File: config.mk
export PLATFORM = sky130hd
export DESIGN_NAME = tsm_rand_source_firstorder
export DESIGN_NICKNAME = d
export VERILOG_FILES = /design/src/rtl/tsm_rand_pkg.sv /design/src/rtl/tsm_lfsr64_step5.sv /design/src/rtl/tsm_rand_source_firstorder.sv
export SDC_FILE = /design/constraint.sdc
export NUM_CORES = 1
export LEC_CHECK = 0
export ABC_AREA = 1
export CAP_MARGIN = 20
export CORE_MARGIN = 3
export CORE_UTILIZATION = 52
export CTS_CLUSTER_DIAMETER = 100
export CTS_CLUSTER_SIZE = 14
export DETAILED_ROUTE_END_ITERATION = 6
export PLACE_DENSITY_LB_ADDON = 0.2
export SLEW_MARGIN = 5
export SYNTH_ARGS = -nofsm -noshare
export SYNTH_HDL_FRONTEND = slang
export SYNTH_SLANG_ARGS = --single-unit
File: constraint.sdc
create_clock -name clk -period 1.4 [get_ports clk]
set_input_delay 0.28 -clock clk [delete_from_list [all_inputs] [get_ports clk]]
set_output_delay 0.28 -clock clk [all_outputs]
set_load 0.005 [all_outputs]
File: src/rtl/tsm_rand_pkg.sv
// Shared definitions for the time-sharing randomness sources: LFSR geometry,
// output word split and the source state machine encoding.
package tsm_rand_pkg;

    localparam int unsigned LfsrWidth = 64;

    // Fibonacci feedback taps.
    localparam int unsigned Tap0 = 63;
    localparam int unsigned Tap1 = 62;
    localparam int unsigned Tap2 = 60;
    localparam int unsigned Tap3 = 59;

    // One advance produces a fresh word, so it is as many steps as the word is wide.
    localparam int unsigned WordWidth = 5;
    localparam int unsigned RandLo    = 0;
    localparam int unsigned RandHi    = 2;
    localparam int unsigned CompLo    = 3;
    localparam int unsigned CompHi    = 4;

    localparam logic [LfsrWidth-1:0] ZeroSeedSub = 64'h1;

    typedef enum logic [1:0] {
        StIdle,
        StWarmup,
        StRun
`ifdef TSM_RAND_HEALTH_EN
        , StFail
`endif
    } state_e;

endpackage

File: src/rtl/tsm_lfsr64_step5.sv
// Combinational five-step advance of the 64-bit Fibonacci LFSR.
module tsm_lfsr64_step5
    import tsm_rand_pkg::*;
(
    input  logic [LfsrWidth-1:0] s,
    output logic [LfsrWidth-1:0] s_adv
);

    always_comb begin
        s_adv = s;
        for (int i = 0; i < WordWidth; i++) begin
            s_adv = {s_adv[LfsrWidth-2:0],
                     s_adv[Tap0] ^ s_adv[Tap1] ^ s_adv[Tap2] ^ s_adv[Tap3]};
        end
    end

endmodule

File: src/rtl/tsm_rand_source_firstorder.sv
// Fresh-mask supplier for the first-order time-sharing AND gate: seeded LFSR,
// warm-up, one 5-bit word per handshake. Define TSM_RAND_HEALTH_EN for the
// repetition-count health check.
module tsm_rand_source_firstorder
    import tsm_rand_pkg::*;
#(
    parameter int unsigned WARMUP_CYCLES = 16,
    parameter int unsigned REP_LIMIT     = 8
) (
    input  logic                 clk,
    input  logic                 rst,
    input  logic                 seed_valid,
    output logic                 seed_ready,
    input  logic [LfsrWidth-1:0] seed,
    output logic                 rand_valid,
    input  logic                 rand_ready,
    output logic [3:1]           rand_bit,
    output logic [2:1]           rand_composable_bit,
    output logic                 health_fail
);

    state_e                 state_q;
    logic [LfsrWidth-1:0]   s_q;
    logic [LfsrWidth-1:0]   s_adv;
    logic [15:0]            warm_cnt_q;
    logic                   rand_valid_q;
    logic                   seed_ready_q;
    logic [WordWidth-1:0]   word;
    logic                   seed_acc;
    logic                   take;

    tsm_lfsr64_step5 u_step (
        .s     (s_q),
        .s_adv (s_adv)
    );

    assign word     = s_q[WordWidth-1:0];
    assign seed_acc = seed_valid & seed_ready_q;
    assign take     = rand_valid_q & rand_ready;

`ifdef TSM_RAND_HEALTH_EN
    logic [7:0]           rep_cnt_q;
    logic [7:0]           rep_next;
    logic [WordWidth-1:0] last_q;
    logic                 health_fail_q;

    // A zero count means nothing consumed since the seed, so the run restarts.
    assign rep_next    = (rep_cnt_q != 8'd0 && word == last_q) ? rep_cnt_q + 8'd1 : 8'd1;
    assign health_fail = health_fail_q;
`else
    assign health_fail = 1'b0;
`endif

    always_ff @(posedge clk) begin
        if (rst) begin
            state_q      <= StIdle;
            s_q          <= ZeroSeedSub;
            warm_cnt_q   <= 16'd0;
            rand_valid_q <= 1'b0;
            seed_ready_q <= 1'b0;
`ifdef TSM_RAND_HEALTH_EN
            rep_cnt_q     <= 8'd0;
            last_q        <= '0;
            health_fail_q <= 1'b0;
`endif
        end else begin
            seed_ready_q <= 1'b1;
            if (seed_acc) begin
                // A seed beats a same-cycle handshake; the LFSR takes it unadvanced.
                s_q <= (seed == '0) ? ZeroSeedSub : seed;
                if (WARMUP_CYCLES == 0) begin
                    state_q      <= StRun;
                    rand_valid_q <= 1'b1;
                end else begin
                    state_q      <= StWarmup;
                    rand_valid_q <= 1'b0;
                    warm_cnt_q   <= 16'(WARMUP_CYCLES);
                end
`ifdef TSM_RAND_HEALTH_EN
                rep_cnt_q     <= 8'd0;
                health_fail_q <= 1'b0;
`endif
            end else begin
                unique case (state_q)
                    StWarmup: begin
                        s_q        <= s_adv;
                        warm_cnt_q <= warm_cnt_q - 16'd1;
                        if (warm_cnt_q == 16'd1) begin
                            state_q      <= StRun;
                            rand_valid_q <= 1'b1;
                        end
                    end
                    StRun: begin
                        if (take) begin
                            s_q <= s_adv;
`ifdef TSM_RAND_HEALTH_EN
                            rep_cnt_q <= rep_next;
                            last_q    <= word;
                            if (rep_next == 8'(REP_LIMIT)) begin
                                state_q       <= StFail;
                                rand_valid_q  <= 1'b0;
                                health_fail_q <= 1'b1;
                            end
`endif
                        end
                    end
                    default: ;
                endcase
            end
        end
    end

    assign seed_ready          = seed_ready_q;
    assign rand_valid          = rand_valid_q;
    assign rand_bit            = rand_valid_q ? word[RandHi:RandLo] : 3'b000;
    assign rand_composable_bit = rand_valid_q ? word[CompHi:CompLo] : 2'b00;

endmodule
**Word level (Yosys, flattened, before mapping)**

Index checks and enable logic that the tools add are counted.

- Register bits after elaboration: 83
- Latch bits: 0
- RAM bits: 0
- Bits in read-only memories: 0
- Output and inout bits: 8
- Logic and storage cells: 48
- Memories: 0

- Add/subtract/negate cells: 1
- $mul: 0
- Div/mod/pow operators: 0
- $lt $le $gt $ge: 0
- Equal/unequal tests: 4
- Shift-type cells: 0
- Muxes and demuxes: 12
- Bitwise gates (word level): 17
- Reductions and logical operators: 8

Operators with widths:

| operator | count |
|---|---|
| 64-bit 2-to-1 mux | 3 |
| 64-bit case mux with 2 select lines | 1 |
| 64-bit zero test | 1 |
| 16-bit by 1-bit equality test with 1-bit output, second input constant | 1 |
| 16-bit by 1-bit subtractor with 16-bit output, second input constant | 1 |
| 1-bit XOR | 15 |
| 5-bit 2-to-1 mux | 2 |
| 2-bit AND reduction | 3 |
| 1-bit 2-to-1 mux | 4 |
| 2-bit nonzero test | 2 |
| 3-bit 2-to-1 mux | 1 |
| 3-bit != test, second input constant | 1 |
| 3-bit nonzero test | 1 |
| 1-bit AND | 2 |
| 2-bit by 1-bit equality test with 1-bit output, second input constant | 1 |
| 2-bit equality test, second input constant | 1 |
| 2-bit 2-to-1 mux | 1 |
| 2-bit OR reduction | 1 |

**Logic depth before layout (Yosys ltp)**

Gate-level depths: netlist of the first run.

- Depth in word-level cells: 6
- Depth in mapped cells: 10
- Mapped depth without buffers: 9

**Hierarchy**

From an unflattened synthesis of the first run, not the netlist that was laid out.

- Cell total of the unflattened synthesis: 693
- Area, all modules: 5042.3 um^2

By module, submodules not included:

| module | times used | cells each | area each (um^2) |
|---|---|---|---|
| tsm_rand_source_firstorder | 1 | 562 | 4329.2 |
| tsm_lfsr64_step5 | 1 | 131 | 713.2 |

**Worst setup path before layout of the first run**

OpenSTA, ideal clock, no wires.

- Kind: reg2reg
- Start: reg warm_cnt_q[0]
- End: reg warm_cnt_q[10]
- Library setup time: 115 ps
- Arrival: 1179 ps
- Setup slack: 106 ps
- Stages on the path, launching flop included: 8
- Period minus slack after synthesis: 1294 ps
- Cells stage by stage: dfxtp_1 inv_1 ha_1 nand4_4 nor2_1 nand4_1 nand2_1 nor2_1

- Word-level cells in the longest chain between the ends: 1

RTL lines:

| item | line | text |
|---|---|---|
| start: declaration | tsm_rand_source_firstorder.sv:25 | `logic [15:0] warm_cnt_q;` |
| start signal: assignment | tsm_rand_source_firstorder.sv:77 | `warm_cnt_q <= 16'(WARMUP_CYCLES);` |
| start signal: assignment | tsm_rand_source_firstorder.sv:87 | `warm_cnt_q <= warm_cnt_q - 16'd1;` |
| 16-bit by 1-bit subtractor with 16-bit output | tsm_rand_source_firstorder.sv:87 |  |

No other way between the ends.
A chain may end at the register's enable or synchronous reset.

==> flow_metrics.env, run 1 <==
export IMPL_cts_root_buf="sky130_fd_sc_hd__clkbuf_8"
export IMPL_hold_violation_total_from_the_final_report=0
export IMPL_first_global_vias=4065
export IMPL_grt_util_all_layers=0.244
export IMPL_std_cell_rows=31
export IMPL_clk_path_buf_depth=2
export IMPL_post_route_cells_drive_above_1_share=0.166
export IMPL_timing_final_setup_violations=7
export IMPL_area_delta_synth_final_pct=38.8
export IMPL_postLayoutSetupSlackWorst_ns=-0.0819
export IMPL_area_of_combinational_cells_with_multiple_inputs_um2=2190
export IMPL_setup_worst_path_end="warm_cnt_q[7]$_SDFFE_PP0P_"
export IMPL_ys_seq_elements=83
export IMPL_layout_cells_most_common="sky130_fd_sc_hd__nand2_1"
export IMPL_crit_reg2reg_capture="warm_cnt_q[7]$_SDFFE_PP0P_"
export IMPL_rr_worst_depth=7
export IMPL_global_route_overflow_total=0
export IMPL_insertion_delay_ns=0.35
export IMPL_antenna_cells=0
export IMPL_gp_congestion=0.872
export IMPL_vias_per_cell=5.61
export IMPL_rsz0062_at_grt="true"
export IMPL_totalWireLength_um=12100
export IMPL_grt_pass1_wl_um=17700
export IMPL_numCtsBuffers=9
export IMPL_cp_startpoint="rand_valid$_SDFFE_PP0P_"
export IMPL_post_synth_inst_count=594
export IMPL_hold_path_cell_count=2
export IMPL_wire_per_inst_um=15.0
export IMPL_post_synth_instance_area_um2=4100
export IMPL_portBuffers=74
export IMPL_achievable_frequency_mhz=675
export IMPL_most_used_cells_in_the_layout_excluding_fill_and_tap_cells="sky130_fd_sc_hd__nand2_1 (178), sky130_fd_sc_hd__dfxtp_1 (80), sky130_fd_sc_hd__clkdlybuf4s50_1 (67)"
export IMPL_worst_endpoint_arrival_ns=1.74
export IMPL_vias=4531
export IMPL_synth_area_per_cell_um2=6.90
export IMPL_reg2reg_from="rand_valid$_SDFFE_PP0P_"
export IMPL_detail_route_iter0_violations=327
export IMPL_worst_ep_required_time_ns=1.66
export IMPL_finalWorstPathRequiredPeriod_ns=1.48
export IMPL_antenna_found_initial=0
export IMPL_floorplan_die_area_um2=8990
export IMPL_setup_worst_path_class="reg -> reg"
export IMPL_detail_route_drc_violations=0
export IMPL_fill_cell_instance_count_of_the_final_layout=528
export IMPL_worstSetupEndpointType="register"
export IMPL_placeableCoreArea_um2=7450
export IMPL_finalCritPeriodShare=1.06
export IMPL_dpl_cell_area_um2=5280
export IMPL_pin_count_of_the_biggest_net_entering_global_routing=51
export IMPL_fin_worst_skew_ns=0.0119
export IMPL_first_pass_iters=6
export IMPL_finalInstanceArea_um2=5690
export IMPL_tritoncts="built"
export IMPL_layout_core_utilization=0.764
export IMPL_cts_htree_levels=3
export IMPL_fin_nets=775
export IMPL_cts_clk_slew_worst_paths_ns=0.09
export IMPL_design_portCount=76
export IMPL_final_seq_area_um2=1670
export IMPL_max_vdd_ir_drop_mv=0.594
export IMPL_number_of_clock_sinks=83
export IMPL_p_leak_uw=0.00231
export IMPL_r2r_setup_slack_ns=-0.08
export IMPL_synth_lib_cells_used_distinct=29
export IMPL_holdCritPathClass="reg -> reg"
export IMPL_hpwl_after_detailed_placement_um=7680
export IMPL_postSynthNetCount=664
export IMPL_synth_seq_area_share=0.405
export IMPL_maxCapViolations=0
export IMPL_die_height_um=94.8
export IMPL_status="complete, but fails checks"
export IMPL_violations_in_the_final_reports="setup timing"
export IMPL_power_density_nw_per_um2=1030
export IMPL_finalMaxSlewViolations=0
export IMPL_dieWidth_um=94.8
export IMPL_drt_antenna_violating_nets=0
export IMPL_crit_path_max_fanout=6
export IMPL_initial_core_utilization=0.551
export IMPL_start_kind="register"
export IMPL_synth_warnings=0
==> registers in the layout, indices dropped and copies added, names as in the netlist <==
register and cells:
s_q 64, warm_cnt_q 16, rand_valid 1, seed_ready 1
state_q 1
==> layout make-up <==
class,count,share of cell area
multi-input combinational,438,0.385
sequential,83,0.293
timing repair buffer,135,0.244
inverter,38,0.0251
clock buffer,10,0.0224
tap,99,0.0218
clock inverter,5,0.00967
==> Yosys cell counts <==
cell type                  number  area (um2)
sky130_fd_sc_hd__nand2_1      180         676
sky130_fd_sc_hd__dfxtp_1       83        1660
sky130_fd_sc_hd__o21ai_0       65         325
sky130_fd_sc_hd__a31oi_1       63         394
sky130_fd_sc_hd__nor2_1        59         221
sky130_fd_sc_hd__inv_1         35         131
sky130_fd_sc_hd__buf_2         17        85.1
sky130_fd_sc_hd__a21oi_1       15        75.1
sky130_fd_sc_hd__nand3_1       14        70.1
sky130_fd_sc_hd__clkbuf_1      12        45.0
sky130_fd_sc_hd__xor2_1         7        61.3
sky130_fd_sc_hd__or2_2          6        37.5
sky130_fd_sc_hd__buf_6          5        56.3
sky130_fd_sc_hd__nor3_1         5        25.0
sky130_fd_sc_hd__o21ai_1        4        20.0
sky130_fd_sc_hd__inv_2          3        11.3
sky130_fd_sc_hd__nand4_1        3        18.8
sky130_fd_sc_hd__buf_4          2        15.0
sky130_fd_sc_hd__ha_1           2        25.0
sky130_fd_sc_hd__nand2_2        2        12.5
sky130_fd_sc_hd__nand4_4        2        42.5
sky130_fd_sc_hd__nor3b_1        2        15.0
sky130_fd_sc_hd__xnor2_1        2        17.5
sky130_fd_sc_hd__conb_1         1        3.75
sky130_fd_sc_hd__nand3_2        1        10.0
sky130_fd_sc_hd__nor2_2         1        6.26
sky130_fd_sc_hd__nor2_4         1        11.3
sky130_fd_sc_hd__nor2_8         1        20.0
sky130_fd_sc_hd__o31ai_1        1        7.51
==> worst max-delay path: stages (launching register included) <==
cell and delay [ns]:
sky130_fd_sc_hd__dfxtp_2 0.35, sky130_fd_sc_hd__buf_12 0.13, sky130_fd_sc_hd__buf_8 0.12, sky130_fd_sc_hd__nor2_8 0.13, sky130_fd_sc_hd__nand4_4 0.15, sky130_fd_sc_hd__nor2_2 0.23, sky130_fd_sc_hd__nor2_1 0.09, sky130_fd_sc_hd__nor3_1 0.19
==> power breakdown <==
group | switching (uW) | internal [uW]
clock | 863 | 809
combinational | 736 | 703
sequential | 168 | 2590
total | 1770 | 4100
==> how the worst min path moves through the flow <==
stage / from / endpoint / slack, ns
2_1_floorplan: rst / state_q[0]$_SDFFE_PP0P_ / 0.35
3_3_place_gp: s_q[30]$_SDFFE_PP0P_ / s_q[35]$_SDFFE_PP0P_ / 0.46
3_5_place_dp: s_q[30]$_SDFFE_PP0P_ / s_q[35]$_SDFFE_PP0P_ / 0.47
4_1_cts: s_q[41]$_SDFFE_PP0P_ / s_q[46]$_SDFFE_PP0P_ / 0.47
5_1_grt: warm_cnt_q[11]$_SDFFE_PP0P_ / warm_cnt_q[11]$_SDFFE_PP0P_ / 0.50
6_report: s_q[41]$_SDFFE_PP0P_ / s_q[46]$_SDFFE_PP0P_ / 0.48
==> cell families (layout without fill, tap and decap cells) <==
group           after synthesis  count (layout)  share of synthesized area
simple gates                277             278                      0.284
fa+ha+maj                     2               2                    0.00610
buf+inv                      74             188                     0.0839
compound gates              148             148                      0.200
xor+xnor                      9               9                     0.0192
other cells                   1               1                   0.000914
flops                        83              83                      0.405
==> per-stage QoR <==
step | cells | setup TNS [ns] | power [uW] | hold slack [ns] | setup slack [ns]
2_1_floorplan | 594 | 0 | 3480 | 0.349 | 0.106
3_3_place_gp | 783 | -11.50 | 3970 | 0.461 | -0.194
3_5_place_dp | 783 | -13.25 | 4010 | 0.466 | -0.266
4_1_cts | 799 | -0.0438 | 5640 | 0.473 | -0.0236
5_1_grt | 808 | -1.41 | 6130 | 0.502 | -0.103
6_report | 808 | -0.179 | 5870 | 0.482 | -0.0819
==> metal layers <==
metal | vias to the layer above | part of all wire | wire length [um] | global-route usage
met5 | - | 0 | 0 | 0
met1 | 2125 | 0.41 | 4930 | 0.300
li1 | 2193 | - | - | -
met4 | 0 | 0.020 | 246 | 0.0661
met2 | 184 | 0.50 | 6080 | 0.427
met3 | 29 | 0.070 | 847 | 0.0550
==> repair_timing <==
item	in CTS	in global routing
endpoints found under the setup margin	10	43
gates resized for setup	23	49
hold buffers	0	0
pin swaps	1	2
cloned	0	5
setup buffers	1	4
Power figures use the tool's default switching activity.
==> run 2: changes to the inputs <==
--- a/config.mk
+++ b/config.mk
@@ -8,7 +8,7 @@
 export ABC_AREA = 1
 export CAP_MARGIN = 20
 export CORE_MARGIN = 3
-export CORE_UTILIZATION = 52
+export CORE_UTILIZATION = 55
 export CTS_CLUSTER_DIAMETER = 100
 export CTS_CLUSTER_SIZE = 14
 export DETAILED_ROUTE_END_ITERATION = 6
@@ -16,4 +16,5 @@
 export SLEW_MARGIN = 5
 export SYNTH_ARGS = -nofsm -noshare
 export SYNTH_HDL_FRONTEND = slang
+export SYNTH_HIERARCHICAL = 1
 export SYNTH_SLANG_ARGS = --single-unit
==> run 2 against run 1 <==
The run still ends with setup timing left. Cell count increased by 8.9%. Area after synthesis is 23% higher. Clock-buffer cell count unchanged. Worst hold slack lost 0.012 ns. Sequential share of layout area shrank 5.2 points. Register-to-register slack worse by 0.05 ns. Sequential power grew 3%. Die area increased by 15%.
==> flow_metrics.env, run 2 <==
export IMPL_synth_seq_area_share=0.330
export IMPL_synth_top_area_share=0.330
export IMPL_portBuffers=74
export IMPL_synth_top_cells_by_area="sky130_fd_sc_hd__dfxtp_1 (33%), sky130_fd_sc_hd__a21oi_2 (17%), sky130_fd_sc_hd__nand2_1 (13%), sky130_fd_sc_hd__buf_4 (9.8%), sky130_fd_sc_hd__o21ai_0 (6.7%)"
export IMPL_fin_nets=837
export IMPL_violations_in_the_final_reports="setup timing"
export IMPL_hpwl_after_detailed_placement_um=8340
export IMPL_finalMaxSlewViolations=0
export IMPL_dieWidth_um=102
export IMPL_antenna_found_initial=0
export IMPL_detailed_routing_wirelength_on_met1_um=5800
export IMPL_placeableCoreArea_um2=8810
export IMPL_antenna_cells=0
export IMPL_start_kind="register"
export IMPL_detail_route_drc_violations=0
export IMPL_maxCapViolations=0
export IMPL_pin_count_of_the_biggest_net_entering_global_routing=42
export IMPL_achievable_frequency_mhz=655
export IMPL_most_used_cells_in_the_layout_excluding_fill_and_tap_cells="sky130_fd_sc_hd__nand2_1 (166), sky130_fd_sc_hd__a21oi_2 (84), sky130_fd_sc_hd__dfxtp_1 (80)"
export IMPL_postLayoutSetupSlackWorst_ns=-0.127
export IMPL_vias=4962
export IMPL_initial_core_utilization=0.573
export IMPL_layout_cells_most_common="sky130_fd_sc_hd__nand2_1"
export IMPL_largest_register_ffs=64
export IMPL_power_density_nw_per_um2=970
export IMPL_top_layer="met4"
export IMPL_numCtsBuffers=9
export IMPL_post_route_cells_drive_above_1_share=0.372
export IMPL_synth_lib_cells_used_distinct=28
export IMPL_ys_seq_elements=83
export IMPL_synth_warnings=6
export IMPL_post_synth_inst_count=693
export IMPL_cts_clk_slew_worst_paths_ns=0.09
export IMPL_insertion_delay_ns=0.35
export IMPL_route_met3_wl_um=745
export IMPL_tritoncts="built"
export IMPL_crit_path_max_fanout=6
export IMPL_status="complete, but fails checks"
export IMPL_grt_pass1_wl_um=20600
export IMPL_worstSetupEndpointType="register"
export IMPL_wire_per_inst_um=16.9
export IMPL_floorplan_die_area_um2=10400
export IMPL_cts_htree_levels=3
export IMPL_postSynthNetCount=763
export IMPL_holdCritPathClass="reg -> reg"
export IMPL_total_length_of_routed_met2_wires_um=7850
export IMPL_global_route_overflow_total=0
export IMPL_finalInstanceArea_um2=6920
export IMPL_vias_per_cell=5.64
export IMPL_cts_root_buf="sky130_fd_sc_hd__clkbuf_8"
export IMPL_max_vdd_ir_drop_mv=0.596
export IMPL_hold_path_cell_count=2
export IMPL_die_height_um=102
export IMPL_layout_core_utilization=0.786
export IMPL_fin_worst_skew_ns=0.0116
export IMPL_final_power_uw=6720
export IMPL_first_pass_iters=5
export IMPL_finalCritPeriodShare=1.09
export IMPL_worst_endpoint_arrival_ns=1.80
export IMPL_std_cell_rows=34
export IMPL_rsz0062_at_grt="true"
export IMPL_synth_most_common_cell="sky130_fd_sc_hd__nand2_1"
export IMPL_setup_worst_path_class="reg -> reg"
export IMPL_first_global_vias=4541
export IMPL_timing_final_setup_violations=73
export IMPL_rr_worst_depth=8
export IMPL_design_portCount=76
export IMPL_max_flop_register="s_q"
export IMPL_dpl_cell_area_um2=5810
export IMPL_p_leak_uw=0.00265
export IMPL_area_delta_synth_final_pct=37.3
export IMPL_synth_async_sr_flop_share=0
export IMPL_totalWireLength_um=14900
export IMPL_synth_area_per_cell_um2=7.28
export IMPL_number_of_clock_sinks=83
export IMPL_detail_route_iter0_violations=271
export IMPL_gp_congestion=0.824
export IMPL_worst_ep_required_time_ns=1.67
export IMPL_hold_violation_total_from_the_final_report=0
export IMPL_synth_common_cells="sky130_fd_sc_hd__nand2_1 (172), sky130_fd_sc_hd__a21oi_2 (100), sky130_fd_sc_hd__dfxtp_1 (83), sky130_fd_sc_hd__o21ai_0 (67), sky130_fd_sc_hd__buf_4 (66)"
export IMPL_finalWorstPathRequiredPeriod_ns=1.53
export IMPL_clk_path_buf_depth=2
export IMPL_grt_util_all_layers=0.247
export IMPL_drt_antenna_violating_nets=0
export IMPL_layout_top_registers="s_q x64, warm_cnt_q x16"
export IMPL_fill_cell_instance_count_of_the_final_layout=561
export IMPL_synth_edff_count=0
export IMPL_synth_ff_type="sky130_fd_sc_hd__dfxtp_1"
export IMPL_post_synth_instance_area_um2=5040
export IMPL_cell_taking_the_most_area_after_synthesis="sky130_fd_sc_hd__dfxtp_1"
[run 2: changes by cell type after synthesis, moves of 7 or more]
cell	previous run	this run
sky130_fd_sc_hd__a21oi_1	15	41
sky130_fd_sc_hd__a21oi_2	0	100
sky130_fd_sc_hd__a31oi_1	63	0
sky130_fd_sc_hd__buf_2	17	3
sky130_fd_sc_hd__buf_4	2	66
sky130_fd_sc_hd__clkbuf_1	12	19
sky130_fd_sc_hd__nand2_1	180	172
[run 2: layer usage]
layer | up-vias | GRT usage
met2 | 162 | 0.444
met1 | 2390 | 0.293
met3 | 39 | 0.0372
met5 | - | 0
li1 | 2371 | -
met4 | 0 | 0.0992
[run 2: kinds of logic after synthesis]
group	after synthesis	synth area share
DFF	83	0.330
xor gates and xnor gates	1	0.00174
AOI/OAI and AO/OA	211	0.284
and+or+nand+nor	262	0.209
adders and majority gates	2	0.00496
other	1	0.000744
buffers and inverters	133	0.170
[run 2: power by group]
group          switching, uW  internal, uW  total (uW)
logic                   1090           980        2070
clock network            960           845        1800
registers                264          2580        2840
[run 2: cell type report]
| cell class | instances | area [um2] | area share |
|---|---|---|---|
| inverter | 37 | 163 | 0.0235 |
| timing repair inverter | 1 | 11.3 | 0.00163 |
| clock buffer | 10 | 128 | 0.0184 |
| timing repair buffer | 158 | 1670 | 0.241 |
| multi-input combinational | 477 | 3080 | 0.445 |
| tap | 108 | 135 | 0.0195 |
| sequential | 83 | 1670 | 0.241 |
| clock inverter | 6 | 72.6 | 0.0105 |
[run 2: critical path, cell delays in order, from the launching register on]
cell	delay, ns
sky130_fd_sc_hd__dfxtp_4	0.37
sky130_fd_sc_hd__buf_6	0.12
sky130_fd_sc_hd__buf_6	0.11
sky130_fd_sc_hd__nor2_4	0.18
sky130_fd_sc_hd__nand4_4	0.21
sky130_fd_sc_hd__inv_4	0.13
sky130_fd_sc_hd__buf_6	0.10
sky130_fd_sc_hd__a21oi_2	0.04
sky130_fd_sc_hd__nor3_1	0.18
[run 2: worst paths after layout]
path,from,slack (ns),endpoint
worst min-delay path,warm_cnt_q[15]$_SDFFE_PP0P_,0.47,warm_cnt_q[15]$_SDFFE_PP0P_
worst max-delay path,rand_valid$_SDFFE_PP0P_,-0.13,warm_cnt_q[5]$_SDFFE_PP0P_
worst min register to register,warm_cnt_q[15]$_SDFFE_PP0P_,0.47,warm_cnt_q[15]$_SDFFE_PP0P_
worst max register to register,rand_valid$_SDFFE_PP0P_,-0.13,warm_cnt_q[5]$_SDFFE_PP0P_
[run 2: timing repair]
item / in CTS / in global routing
pin swaps: 3 / 17
setup endpoints to repair: 32 / 79
gates resized for setup: 79 / 131
hold buffers: 0 / 0
cloned: 3 / 7
buffers inserted: 6 / 6
[run 2: through the flow]
stage	setup slack, ns	hold slack, ns	setup TNS, ns	instances
4_1_cts	-0.101	0.465	-1.65	869
3_3_place_gp	-0.239	0.443	-13.50	844
3_5_place_dp	-0.299	0.451	-15.22	844
6_report	-0.127	0.470	-4.72	880
2_1_floorplan	0.0882	0.349	0	693
5_1_grt	-0.199	0.493	-8.99	880
==> run 3: changes to the inputs <==
--- a/config.mk
+++ b/config.mk
@@ -8,10 +8,11 @@
 export ABC_AREA = 1
 export CAP_MARGIN = 20
 export CORE_MARGIN = 3
-export CORE_UTILIZATION = 55
+export CORE_UTILIZATION = 30
 export CTS_CLUSTER_DIAMETER = 100
 export CTS_CLUSTER_SIZE = 14
 export DETAILED_ROUTE_END_ITERATION = 6
+export HOLD_SLACK_MARGIN = 0.05
 export PLACE_DENSITY_LB_ADDON = 0.2
 export SLEW_MARGIN = 5
 export SYNTH_ARGS = -nofsm -noshare
==> run 3 against run 2 <==
The run still ends with setup timing left. Wire length shrank 14%. Clock-buffer cell count grew 2. Global-route usage shrank 11 points. Critical endpoint is now warm_cnt_q[9]$_SDFFE_PP0P_. Clock skew shrank 0.0037 ns. Die area grew 78%. Largest cell class unchanged. First-iteration DRC count grew 3.7%. Sequential power shrank 2%. Highest routed layer unchanged.
==> flow_metrics.env, run 3 (synthesized netlist as in run 2, its figures left out) <==
export IMPL_status="complete, but fails checks"
export IMPL_violations_in_the_final_reports="setup timing"
export IMPL_layout_cells_most_common="sky130_fd_sc_hd__nand2_1"
export IMPL_fill_cell_instance_count_of_the_final_layout=1655
export IMPL_cts_clk_slew_worst_paths_ns=0.06
export IMPL_most_used_cells_in_the_layout_excluding_fill_and_tap_cells="sky130_fd_sc_hd__nand2_1 (171), sky130_fd_sc_hd__a21oi_2 (105), sky130_fd_sc_hd__dfxtp_1 (81)"
export IMPL_p_leak_uw=0.00254
export IMPL_crit_path_max_fanout=6
export IMPL_ctsHoldBuffers=0
export IMPL_first_pass_iters=4
export IMPL_dieWidth_um=136
export IMPL_floorplan_die_area_um2=18400
export IMPL_insertion_delay_ns=0.34
export IMPL_finalCritPeriodShare=1.02
export IMPL_finalInstanceArea_um2=6480
export IMPL_global_route_overflow_total=0
export IMPL_numCtsBuffers=9
export IMPL_hpwl_after_detailed_placement_um=9020
export IMPL_clk_path_buf_depth=2
export IMPL_area_delta_synth_final_pct=28.6
export IMPL_power_density_nw_per_um2=1040
export IMPL_largest_register_ffs=64
export IMPL_final_power_uw=6770
export IMPL_antenna_cells=0
export IMPL_number_of_clock_sinks=83
export IMPL_dpl_cell_area_um2=6060
export IMPL_rsz0062_at_grt="true"
export IMPL_portBuffers=74
export IMPL_fin_worst_skew_ns=0.00793
export IMPL_worst_endpoint_arrival_ns=1.66
export IMPL_dp_slack_ns=-0.273
export IMPL_vias_per_cell=4.57
export IMPL_maxCapViolations=0
export IMPL_pwr_share_comb=0.240
export IMPL_holdCritPathClass="reg -> reg"
export IMPL_grt_util_all_layers=0.138
export IMPL_layout_core_utilization=0.401
export IMPL_cts_htree_levels=3
export IMPL_achievable_frequency_mhz=704
export IMPL_hold_violation_total_from_the_final_report=0
export IMPL_postLayoutSetupSlackWorst_ns=-0.0213
export IMPL_crit_path_cell_trace="buf_6, nor2_4, nand4_4, inv_2, nand3_2, a21oi_2, nor2_1"
export IMPL_part_of_the_power_in_the_clock_network=0.351
export IMPL_hold_ws_ns=0.477
export IMPL_share_seq_of_total_power=0.409
export IMPL_fin_nets=837
export IMPL_design_portCount=76
export IMPL_placeableCoreArea_um2=16200
export IMPL_detail_route_iter0_violations=281
export IMPL_top_cell_family_by_delay_on_the_critical_path="simple AND/OR/NAND/NOR gates"
export IMPL_post_route_cells_drive_above_1_share=0.311
export IMPL_timing_critical_path_slowest_cell_delay_ns=0.36
export IMPL_setup_worst_path_class="reg -> reg"
export IMPL_met2_track_usage_gr=0.227
export IMPL_totalWireLength_um=12800
export IMPL_wire_per_inst_um=12.9
export IMPL_grt_busiest_layer="met2"
export IMPL_worstSetupEndpointType="register"
export IMPL_max_flop_register="s_q"
export IMPL_layout_top_registers="s_q x64, warm_cnt_q x16"
export IMPL_die_height_um=136
export IMPL_met3_usage=0.0286
export IMPL_finalWorstPathRequiredPeriod_ns=1.42
export IMPL_start_kind="register"
export IMPL_gp_congestion=0.765
export IMPL_sum_of_buffers_and_inverters_on_the_critical_path=2
export IMPL_critical_path_slowest_cell="sky130_fd_sc_hd__dfxtp_4"
export IMPL_gr_usage_met1=0.181
export IMPL_finalMaxSlewViolations=0
export IMPL_power_switching_uw=1990
export IMPL_pin_count_of_the_biggest_net_entering_global_routing=56
export IMPL_first_global_vias=4474
export IMPL_std_cell_rows=46
export IMPL_power_switching_share=0.295
export IMPL_antenna_found_initial=0
export IMPL_final_seq_area_um2=1670
export IMPL_worst_ep_required_time_ns=1.64
export IMPL_cts_root_buf="sky130_fd_sc_hd__clkbuf_16"
export IMPL_vias=4519
export IMPL_tritoncts="built"
export IMPL_intPower_uw=4780
export IMPL_detail_route_drc_violations=0
export IMPL_initial_core_utilization=0.312
export IMPL_drt_antenna_violating_nets=0
export IMPL_area_of_combinational_cells_with_multiple_inputs_um2=2620
export IMPL_grt_pass1_wl_um=20700
export IMPL_timing_final_setup_violations=1
export IMPL_max_vdd_ir_drop_mv=0.597
==> run 3: routing by layer <==
layer / routed length, um / up-vias
met5: 0 / -
li1: - / 2360
met3: 545 / 12
met2: 6020 / 90
met4: 160 / 0
met1: 6050 / 2057
==> run 3: layout make-up <==
| class | count | area share |
|---|---|---|
| Timing Repair Buffer | 159 | 0.229 |
| Clock inverter | 4 | 0.00772 |
| Inverter | 37 | 0.0222 |
| Multi-Input combinational cell | 477 | 0.404 |
| Tap cell | 216 | 0.0417 |
| Sequential cell | 83 | 0.257 |
| Clock buffer | 12 | 0.0380 |
==> run 3: final timing paths <==
path                                            startpoint                          to  slack (ns)  depth (start not counted)
worst max register to register     rand_valid$_SDFFE_PP0P_  warm_cnt_q[9]$_SDFFE_PP0P_       -0.02                          7
worst max-delay path               rand_valid$_SDFFE_PP0P_  warm_cnt_q[9]$_SDFFE_PP0P_       -0.02                          7
worst min register to register  warm_cnt_q[7]$_SDFFE_PP0P_  warm_cnt_q[7]$_SDFFE_PP0P_        0.48                          2
worst min-delay path            warm_cnt_q[7]$_SDFFE_PP0P_  warm_cnt_q[7]$_SDFFE_PP0P_        0.48                          2
==> run 3: power groups by stage <==
stage / logic [uW] / registers [uW] / clock network (uW)
after CTS: 1580 / 2760 / 2440
after detailed placement: 1530 / 2810 / 0
after global routing: 1800 / 2800 / 2540
after floorplan: 1230 / 2740 / 0
final: 1620 / 2770 / 2380
after global placement: 1500 / 2810 / 0
==> run 3: per-stage QoR <==
stage / TNS, ns / instances
after floorplan: 0 / 693
after global placement: -15.60 / 969
after detailed placement: -16.94 / 969
after CTS: 0 / 986
after global routing: -0.340 / 988
final: -0.0213 / 988
==> run 3: timing repair <==
action | 4_1_cts | 5_1_grt
pin swaps | 1 | 9
endpoints found under the setup margin | 54 | 57
cloned | 1 | 0
gates resized for setup | 32 | 34
buffers inserted | 0 | 2
==> run 3: worst register-to-register path: stages, from the launching register on <==
cell and delay (ns):
sky130_fd_sc_hd__dfxtp_4 0.36, sky130_fd_sc_hd__buf_6 0.12, sky130_fd_sc_hd__nor2_4 0.20, sky130_fd_sc_hd__nand4_4 0.22
sky130_fd_sc_hd__inv_2 0.15, sky130_fd_sc_hd__nand3_2 0.09, sky130_fd_sc_hd__a21oi_2 0.14, sky130_fd_sc_hd__nor2_1 0.05
